<file path="src/rtl/tdm_demux4.sv">
// Time-division demultiplexer: steers a serial sample stream into four lane
// registers, aligned to a slot-0 frame marker, and publishes whole frames only.
module tdm_demux4 #(
  parameter int unsigned W = 1
) (
  input  logic         clk,
  input  logic         rst,
  input  logic [W-1:0] din,
  input  logic         en,
  input  logic         sync,
  output logic [W-1:0] y0,
  output logic [W-1:0] y1,
  output logic [W-1:0] y2,
  output logic [W-1:0] y3,
  output logic         frame_valid,
  output logic         locked,
  output logic         sync_err,
  output logic [1:0]   slot
);

  localparam int unsigned SLOT_W = 2;

  typedef enum logic {
    HUNT = 1'b0,
    LOCK = 1'b1
  } state_t;

  state_t            r_state;
  state_t            w_state_nxt;
  logic [SLOT_W-1:0] r_slot;
  logic [SLOT_W-1:0] w_slot_nxt;
  logic [W-1:0]      r_sh0, r_sh1, r_sh2;
  logic [W-1:0]      w_sh0_nxt, w_sh1_nxt, w_sh2_nxt;
  logic [W-1:0]      r_y0, r_y1, r_y2, r_y3;
  logic [W-1:0]      w_y0_nxt, w_y1_nxt, w_y2_nxt, w_y3_nxt;
  logic              r_frame_valid, w_frame_valid_nxt;
  logic              r_sync_err, w_sync_err_nxt;
  logic              r_locked;

  // State register
  always_ff @(posedge clk or posedge rst) begin
    if (rst) begin
      r_state <= HUNT;
    end else begin
      r_state <= w_state_nxt;
    end
  end

  // Next-state, slot steering and frame publication
  always_comb begin
    w_state_nxt       = r_state;
    w_slot_nxt        = r_slot;
    w_sh0_nxt         = r_sh0;
    w_sh1_nxt         = r_sh1;
    w_sh2_nxt         = r_sh2;
    w_y0_nxt          = r_y0;
    w_y1_nxt          = r_y1;
    w_y2_nxt          = r_y2;
    w_y3_nxt          = r_y3;
    w_frame_valid_nxt = 1'b0;
    w_sync_err_nxt    = 1'b0;

    if (en) begin
      case (r_state)
        HUNT: begin
          if (sync) begin
            w_sh0_nxt   = din;
            w_slot_nxt  = SLOT_W'(1);
            w_state_nxt = LOCK;
          end
        end
        LOCK: begin
          if (sync && (r_slot != '0)) begin
            // Marker mid-frame: drop the partial frame and realign on this sample
            w_sync_err_nxt = 1'b1;
            w_sh0_nxt      = din;
            w_slot_nxt     = SLOT_W'(1);
          end else begin
            case (r_slot)
              2'd0: w_sh0_nxt = din;
              2'd1: w_sh1_nxt = din;
              2'd2: w_sh2_nxt = din;
              default: begin
                // Slot-3 sample goes straight to y3 so the frame lands on this edge
                w_y0_nxt          = r_sh0;
                w_y1_nxt          = r_sh1;
                w_y2_nxt          = r_sh2;
                w_y3_nxt          = din;
                w_frame_valid_nxt = 1'b1;
              end
            endcase
            w_slot_nxt = r_slot + SLOT_W'(1);
          end
        end
        default: w_state_nxt = HUNT;
      endcase
    end
  end

  // Datapath and status registers
  always_ff @(posedge clk or posedge rst) begin
    if (rst) begin
      r_slot        <= '0;
      r_sh0         <= '0;
      r_sh1         <= '0;
      r_sh2         <= '0;
      r_y0          <= '0;
      r_y1          <= '0;
      r_y2          <= '0;
      r_y3          <= '0;
      r_frame_valid <= 1'b0;
      r_sync_err    <= 1'b0;
      r_locked      <= 1'b0;
    end else begin
      r_slot        <= w_slot_nxt;
      r_sh0         <= w_sh0_nxt;
      r_sh1         <= w_sh1_nxt;
      r_sh2         <= w_sh2_nxt;
      r_y0          <= w_y0_nxt;
      r_y1          <= w_y1_nxt;
      r_y2          <= w_y2_nxt;
      r_y3          <= w_y3_nxt;
      r_frame_valid <= w_frame_valid_nxt;
      r_sync_err    <= w_sync_err_nxt;
      r_locked      <= (w_state_nxt == LOCK);
    end
  end

  assign y0          = r_y0;
  assign y1          = r_y1;
  assign y2          = r_y2;
  assign y3          = r_y3;
  assign frame_valid = r_frame_valid;
  assign sync_err    = r_sync_err;
  assign locked      = r_locked;
  assign slot        = r_slot;

endmodule
</file>
<file path="config.mk">
export PLATFORM = sky130hd
export DESIGN_NAME = tdm_demux4
export DESIGN_NICKNAME = d
export VERILOG_FILES = /design/src/rtl/tdm_demux4.sv
export SDC_FILE = /design/constraint.sdc
export NUM_CORES = 1
export LEC_CHECK = 0
export ABC_AREA = 1
export CAP_MARGIN = 20
export CORE_AREA = 2 2 39 41
export CTS_CLUSTER_SIZE = 20
export DETAILED_ROUTE_END_ITERATION = 16
export DIE_AREA = 0 0 41 43
export PLACE_DENSITY = 0.71
export SETUP_SLACK_MARGIN = 0.15
export SYNTH_ARGS = -nofsm -noshare
export SYNTH_HDL_FRONTEND = slang
export SYNTH_SLANG_ARGS = --single-unit
</file>
<file path="constraint.sdc">
create_clock -name clk -period 1.8 [get_ports clk]
set_clock_uncertainty 0.05 [all_clocks]
set_input_delay 0.27 -clock clk [delete_from_list [all_inputs] [get_ports clk]]
set_output_delay 0.27 -clock clk [all_outputs]
set_load 0.01 [all_outputs]
</file>
==> summary.txt, run 1 <==
Nature of the critical path endpoint - primary output
Synthesis-stage register bit count - 12
Initial antenna violation count - 0
Max Root-Sink Buffers - 2
Final setup violation count - 0
GR Util All Layers - 13.3%
Worst hold slack - 0.255 ns
FF-to-FF setup slack - 0.33 ns
Reg2Reg Depth - 7
Clk sink count - 12
Slowest cell on the critical path - clkdlybuf4s50_1
WL final - 986 µm
Instance count on the critical path - 1
Crit path max-delay family - buffers and inverters
TNS Setup - 0 ns
Hpwl dp - 723 µm
CP arrival - 1.28 ns
Crit path required time - 1.48 ns
Drt via density - 4.90
Multi-input gate area - 223 µm²
Routed length per instance - 10.5 µm
Count leader, synth - nand2_1
Die area - 0.00176 mm²
CTS buffer count - 3
Hold Path Class - input pin to async pin
Clock-pin slew on the worst setup and hold paths - 0.08 ns
Synth top area cells - dfrtp_1 (53%), nand2_1 (15%), ha_1 (8.8%), nand4_1 (6.6%), nand3_1 (4.4%)
Reg2Reg Launch Point - slot[0]
CTS tree - built
Status - finished clean
Power Density - 1410 mW/mm²
Worst-path maximum fanout - 6
Post-synth EDFFs - 0
Final max-slew violation count - 0
VDD IR max - 0.783 mV
Crit path largest cell delay - 0.57 ns
RSZ-0062 raised after global routing - false
1st-iter DRT viols - 7
N_diodes - 0
Crit share post-route - 88.9%
H-tree Lvls - 1
DRC viols - 0
Type of the worst setup path - register to primary output
Final number of hold-violating endpoints - 0
Die height - 43 µm
Slew headroom - 69.4%
Startpoint types - register
Max cap viols - 0
Seq/Total Area, Yosys - 52.7%
# fillers - 152
Post-synth ARST share - 100%
Die X - 41 µm
Vias post-DR - 461
Std-Cell Rows - 14
FMAX - 0.625 GHz
Worst-Skew Late Latency - 0.27 ns
Non-filler instance count after layout - 94
Synth Net Count - 72
Worst slew pin tran - 0.458 ns
Area leader, netlist - dfrtp_1
Global-route wire length before repair - 1590 µm
Total gr overflow - 0
Synth Instances - 63
Largest net degree at the start of global routing - 13
Setup repair bufs after CTS - 0
Commonest cells post-synth - nand2_1 (22), dfrtp_1 (12), inv_1 (6), nand4_1 (6), nand3_1 (5)
Initial core utilization - 41.1%
Share of cells above drive strength 1 - 8.97%
Core area - 0.00138 mm²
Seq. cell area - 300 µm²
Reg2reg end - y1
Post-route ant nets - 0
Worst path bufs/invs - 1
Ports - 14
Layout area overhead - 29.2%
Avg Synthesized Cell Area - 9.04 µm²
Pleak - 0.384 nW
Minimum clock period - 1.60 ns
Synth Flop Type - dfrtp_1
Origin of the worst setup path - slot[0]
Post-synth cell types - 11
CP endpoint - slot[0]
Yosys warns - 0
Placed Cells incl. Taps - 90
Post-Syn Area - 569 µm²
Vias in the first global route - 393
Total Nets Final - 88
Root Buffer - clkbuf_4
CP Cell Sequence - clkdlybuf4s50_1
I/O Buffers - 13
Yosys top cell area share - 52.7%
Drt pass-1 iters - 4
Placer Congestion - 0.787
==> layer usage <==
layer | vias up | global-route usage, % | part of all wire (%)
met5 | - | 0 | 0
met4 | 0 | 8.00 | 1.7
met3 | 4 | 3.14 | 6.2
met2 | 14 | 18.4 | 44
met1 | 210 | 18.1 | 48
li1 | 233 | - | -
==> cells by family after synthesis <==
logic type	after synthesis	share of synthesized area [%]
AO/OA/AOI/OAI	3	2.64
adder cells (fa/ha/maj)	4	8.79
buffers and inverters	9	8.57
flip-flops	12	52.7
AND/OR/NAND/NOR	35	27.3
==> final cells by class <==
class	instances	share of cell area, %
tap	16	2.72
timing repair buffer	13	17.7
clock buffer	4	4.93
sequential	12	40.8
inverter	7	3.57
multi-input combinational	42	30.3
==> per-stage QoR <==
step	util (%)	worst slack (ns)	instance area [µm²]	power [W]
floorplan	-	0.520	569	0.000661
global placement	50.4	0.276	697	0.000823
detailed placement	50.4	0.218	697	0.000837
CTS	53.0	0.196	733	0.00105
global route	53.2	0.171	736	0.00112
finish	53.2	0.200	736	0.00104
==> worst min-delay path by stage <==
stage	from	end	slack, ns	cells after the start
finish	rst	r_sh1	0.25	2
global route	rst	y0	0.31	2
CTS	rst	y0	0.27	2
detailed placement	r_sh2	r_sh2	0.41	2
global placement	y3	y3	0.42	2
floorplan	rst	frame_valid	0.08	1
==> worst reg2reg max path: stages (launching register included) <==
cell and delay (ns):
dfrtp_1 0.44, inv_1 0.11, ha_1 0.18, inv_1 0.06, nand2_2 0.18, nand3_1 0.20
nand2_1 0.10, nand2_1 0.05
==> placed cells by master, fill, tap and decap left out, types with 2 or more instances in the layout <==
master	synthesis	routed
nand3_1	5	5
nand2_1	22	21
ha_1	4	4
dfrtp_1	12	12
o21ai_0	3	3
clkdlybuf4s50_1	0	13
nand2_2	1	2
inv_1	6	6
nand4_1	6	6
clkbuf_4	0	3
==> what timing repair did <==
action | CTS | global route
resized for setup | 0 | 1
hold buffers | 0 | 0
endpoints found under the setup margin | 0 | 5
==> registers in the layout (all words and copies together), names as in the netlist <==
register	flops
frame_valid	1
y0	1
y3	1
r_sh1	1
r_sh0	1
y1	1
locked	1
slot	2
sync_err	1
y2	1
r_sh2	1
==> power breakdown <==
| part | switching, W | internal, W | leakage (nW) | total (W) |
|---|---|---|---|---|
| logic | 0.000196 | 0.000200 | 0.214 | 0.000395 |
| registers | 0.0000692 | 0.000365 | 0.149 | 0.000434 |
| clock network | 0.0000889 | 0.000123 | 0.0210 | 0.000212 |
| total | 0.000354 | 0.000687 | 0.384 | 0.00104 |
Power figures use the tool's default switching activity.
==> run 2: changes to the inputs <==
- CAP_MARGIN: 20 -> default
- GPL_ROUTABILITY_DRIVEN: default -> 1
==> results of run 2 <==
The final DEF is identical to that of run 1; final timing and power are the same.
==> run 3: changes to the inputs <==
- ABC_AREA: 1 -> 0
- CTS_CLUSTER_SIZE: 20 -> default
- PLACE_DENSITY: 0.71 -> 0.68
==> run 3 against run 2 <==
Net effect:
- via count decreased by 21%
- first-iteration DRC count decreased by 86%
- clock power decreased by 4%
- hold slack improved by 0.0010 ns
- largest cell class unchanged
- synthesized cell count decreased by 37%
- critical path depth unchanged
- largest power group unchanged
- global-route usage decreased by 0.35 points
- die area unchanged
- combinational power decreased by 15%
==> summary.txt, run 3 <==
Status - finished clean
Clk sink count - 12 (unchanged)
Place WS - 0.166 ns (-0.0519 ns)
Drt via density - 4.99 (+1.7%)
Commonest cells post-synth - dfrtp_1 (12), mux2_2 (6), ha_1 (4), inv_1 (4)
GR Util All Layers - 13.0% (-0.35 points)
VDD IR max - 0.527 mV (-33%)
Seq/Total Area, Yosys - 55.7% (+2.9 points)
Worst hold slack - 0.256 ns (+0.00101 ns)
Layout area overhead - 36.4%
Setup ws final - 0.199 ns (-0.00117 ns)
Power Density - 1280 mW/mm² (-9.2%)
CTS tree - built
Final setup violation count - 0 (unchanged)
Synth Net Count - 49 (-32%)
Crit path required time - 1.48 ns (about the same)
Minimum clock period - 1.60 ns (+0.00117 ns)
Max Root-Sink Buffers - 2 (unchanged)
1st-iter DRT viols - 1 (-6)
Number of flip-flops in the largest register - 2 (unchanged)
FF-to-FF setup slack - 0.26 ns (-0.07 ns)
CTS buffer count - 3 (unchanged)
Vias post-DR - 364 (-21%)
Die area - 0.00176 mm² (unchanged)
Final max-slew violation count - 0 (unchanged)
Synth Instances - 40 (-37%)
DRC viols - 0 (unchanged)
Post-synth EDFFs - 0 (unchanged)
Pleak - 0.341 nW (-11%)
Worst path bufs/invs - 1 (unchanged)
Synth Area in Compound Gates - 5.34% (+2.7 points)
Vias in the first global route - 345 (-12%)
Total Nets Final - 67 (-24%)
Largest family of logic cells by synthesized area - multiplexers
Max cap viols - 0 (unchanged)
TNS Setup - 0 ns (unchanged)
Initial core utilization - 39.0% (-2.2 points)
Area leader, netlist - dfrtp_1
Crit path largest cell delay - 0.56 ns (about the same)
Most common cell after layout, fill and taps aside - clkdlybuf4s50_1
Std-Cell Rows - 14 (unchanged)
Worst-Skew Late Latency - 0.26 ns (about the same)
Most frequent cells in the layout - clkdlybuf4s50_1 (13), dfrtp_1 (11), mux2_2 (6)
CP Cell Sequence - clkdlybuf4s50_1
Reg2reg end - y3
Crit path max-delay family - buffers and inverters
Post-synthesis mux area share - 16.5% (+16 points)
Share of cells above drive strength 1 - 22.8% (+14 points)
Instance count on the critical path - 1 (unchanged)
Slew headroom - 70.7% (+1.3 points)
Post-Syn Area - 539 µm² (-5.3%)
Die height - 43 µm (unchanged)
Hold Buf Count CTS - 0 (unchanged)
Post-Synth XOR/XNOR Area - 0% (unchanged)
Startpoint types - register
RSZ-0062 raised after global routing - true
CP endpoint - locked
Synthesis-stage register bit count - 12 (unchanged)
I/O Buffers - 13 (unchanged)
Global-route wire length before repair - 1510 µm (-4.8%)
Worst slew pin tran - 0.439 ns (-0.0194 ns)
Initial antenna violation count - 0 (unchanged)
Post-Synth Adder-Cell Area - 9.28% (+0.49 points)
Reg2Reg Launch Point - slot[0]
Slowest cell on the critical path - clkdlybuf4s50_1
H-tree Lvls - 1 (unchanged)
Nature of the critical path endpoint - primary output
Post-Synth Simple-Gate Area - 10.4% (-17 points)
WL final - 867 µm (-12%)
Core area - 0.00138 mm² (unchanged)
Hpwl dp - 677 µm (-6.2%)
Hold Path Class - input pin to async pin
Ports - 14 (unchanged)
Placer Congestion - 0.670 (-15%)
Synth top area cells - dfrtp_1 (56%), mux2_2 (13%), ha_1 (9.3%), a21o_1 (2.8%), inv_1 (2.8%)
CP arrival - 1.28 ns (about the same)
Largest net degree at the start of global routing - 13 (unchanged)
Reg2Reg Depth - 5 (-2)
Type of the worst setup path - register to primary output
Drt pass-1 iters - 2 (-2)
Count leader, synth - dfrtp_1
# fillers - 132 (-13%)
Worst-path maximum fanout - 8 (+2)
Final number of hold-violating endpoints - 0 (unchanged)
Clock-pin slew on the worst setup and hold paths - 0.07 ns (about the same)
Synth Flop Type - dfrtp_1
Avg Synthesized Cell Area - 13.5 µm² (+49%)
Yosys top cell area share - 55.7% (+2.9 points)
Total gr overflow - 0 (unchanged)
Post-route ant nets - 0 (unchanged)
Yosys warns - 0 (unchanged)
N_diodes - 0 (unchanged)
FMAX - 0.625 GHz (about the same)
Root Buffer - clkbuf_4
Die X - 41 µm (unchanged)
Origin of the worst setup path - locked
Crit share post-route - 88.9% (about the same)
Post-synth ARST share - 100% (unchanged)
Routed length per instance - 11.9 µm (+13%)
Post-synth cell types - 15 (+4)
[run 3: cell count changes in the layout (fill, tap and decap cells not counted), moves of 2 or more]
cell	delta
inv_1	-2
o21ai_0	-2
nand2_1	-19
nand3_1	-5
nand4_1	-4
nand2_2	-2
a21o_1	+2
mux2_2	+6
[run 3: layout make-up]
cell class | instances | area [µm²] | share of cell area (%)
inverters | 4 | 15.0 | 2.04
flip-flops and latches | 12 | 302 | 41.0
well taps | 16 | 20.0 | 2.72
clock buffers | 4 | 36.3 | 4.93
multi-input cells | 24 | 233 | 31.6
repair buffers | 13 | 130 | 17.7
[run 3: worst min-delay path by stage]
stage | slack (ns) | to | from | cells after the start
floorplan | 0.08 | frame_valid | rst | 1
global placement | 0.42 | r_sh0 | r_sh0 | 1
detailed placement | 0.43 | r_sh0 | r_sh0 | 1
CTS | 0.27 | frame_valid | rst | 2
global route | 0.32 | frame_valid | rst | 2
finish | 0.26 | y1 | rst | 2
[run 3: through the flow]
stage | utilization, % | area [µm²] | power (W) | instances
2_1_floorplan | - | 539 | 0.000581 | 40
3_3_place_gp | 49.8 | 689 | 0.000739 | 69
3_5_place_dp | 49.8 | 689 | 0.000752 | 69
4_1_cts | 52.5 | 727 | 0.000962 | 73
5_1_grt | 53.2 | 736 | 0.00102 | 73
6_report | 53.2 | 736 | 0.000945 | 73
[run 3: what timing repair did]
action	in CTS	in global routing
resized for setup	1	1
setup buffers	0	0
endpoints found under the setup margin	1	4
pin swaps	0	0
[run 3: report_power, final]
part / leakage [nW] / internal, W / switching, W / total, W
clock network: 0.0210 / 0.000123 / 0.0000813 / 0.000204
logic: 0.176 / 0.000209 / 0.000127 / 0.000336
registers: 0.144 / 0.000358 / 0.0000467 / 0.000405
total: 0.341 / 0.000691 / 0.000255 / 0.000945
[run 3: logic make-up after synthesis]
kind of cell | count (synthesis)
AND/OR/NAND/NOR | 8
adder cells (fa/ha/maj) | 4
AO/OA/AOI/OAI | 4
multiplexers | 8
buffers and inverters | 4
flip-flops | 12
[run 3: per-layer routing]
layer  vias to the layer above  routed length (µm)  GRT usage (%)
met1                       178                 389           18.0
met2                        10                 422           17.5
li1                        174                   -              -
met4                         0                  19           10.0
met3                         2                  36           1.57
met5                         -                   0              0
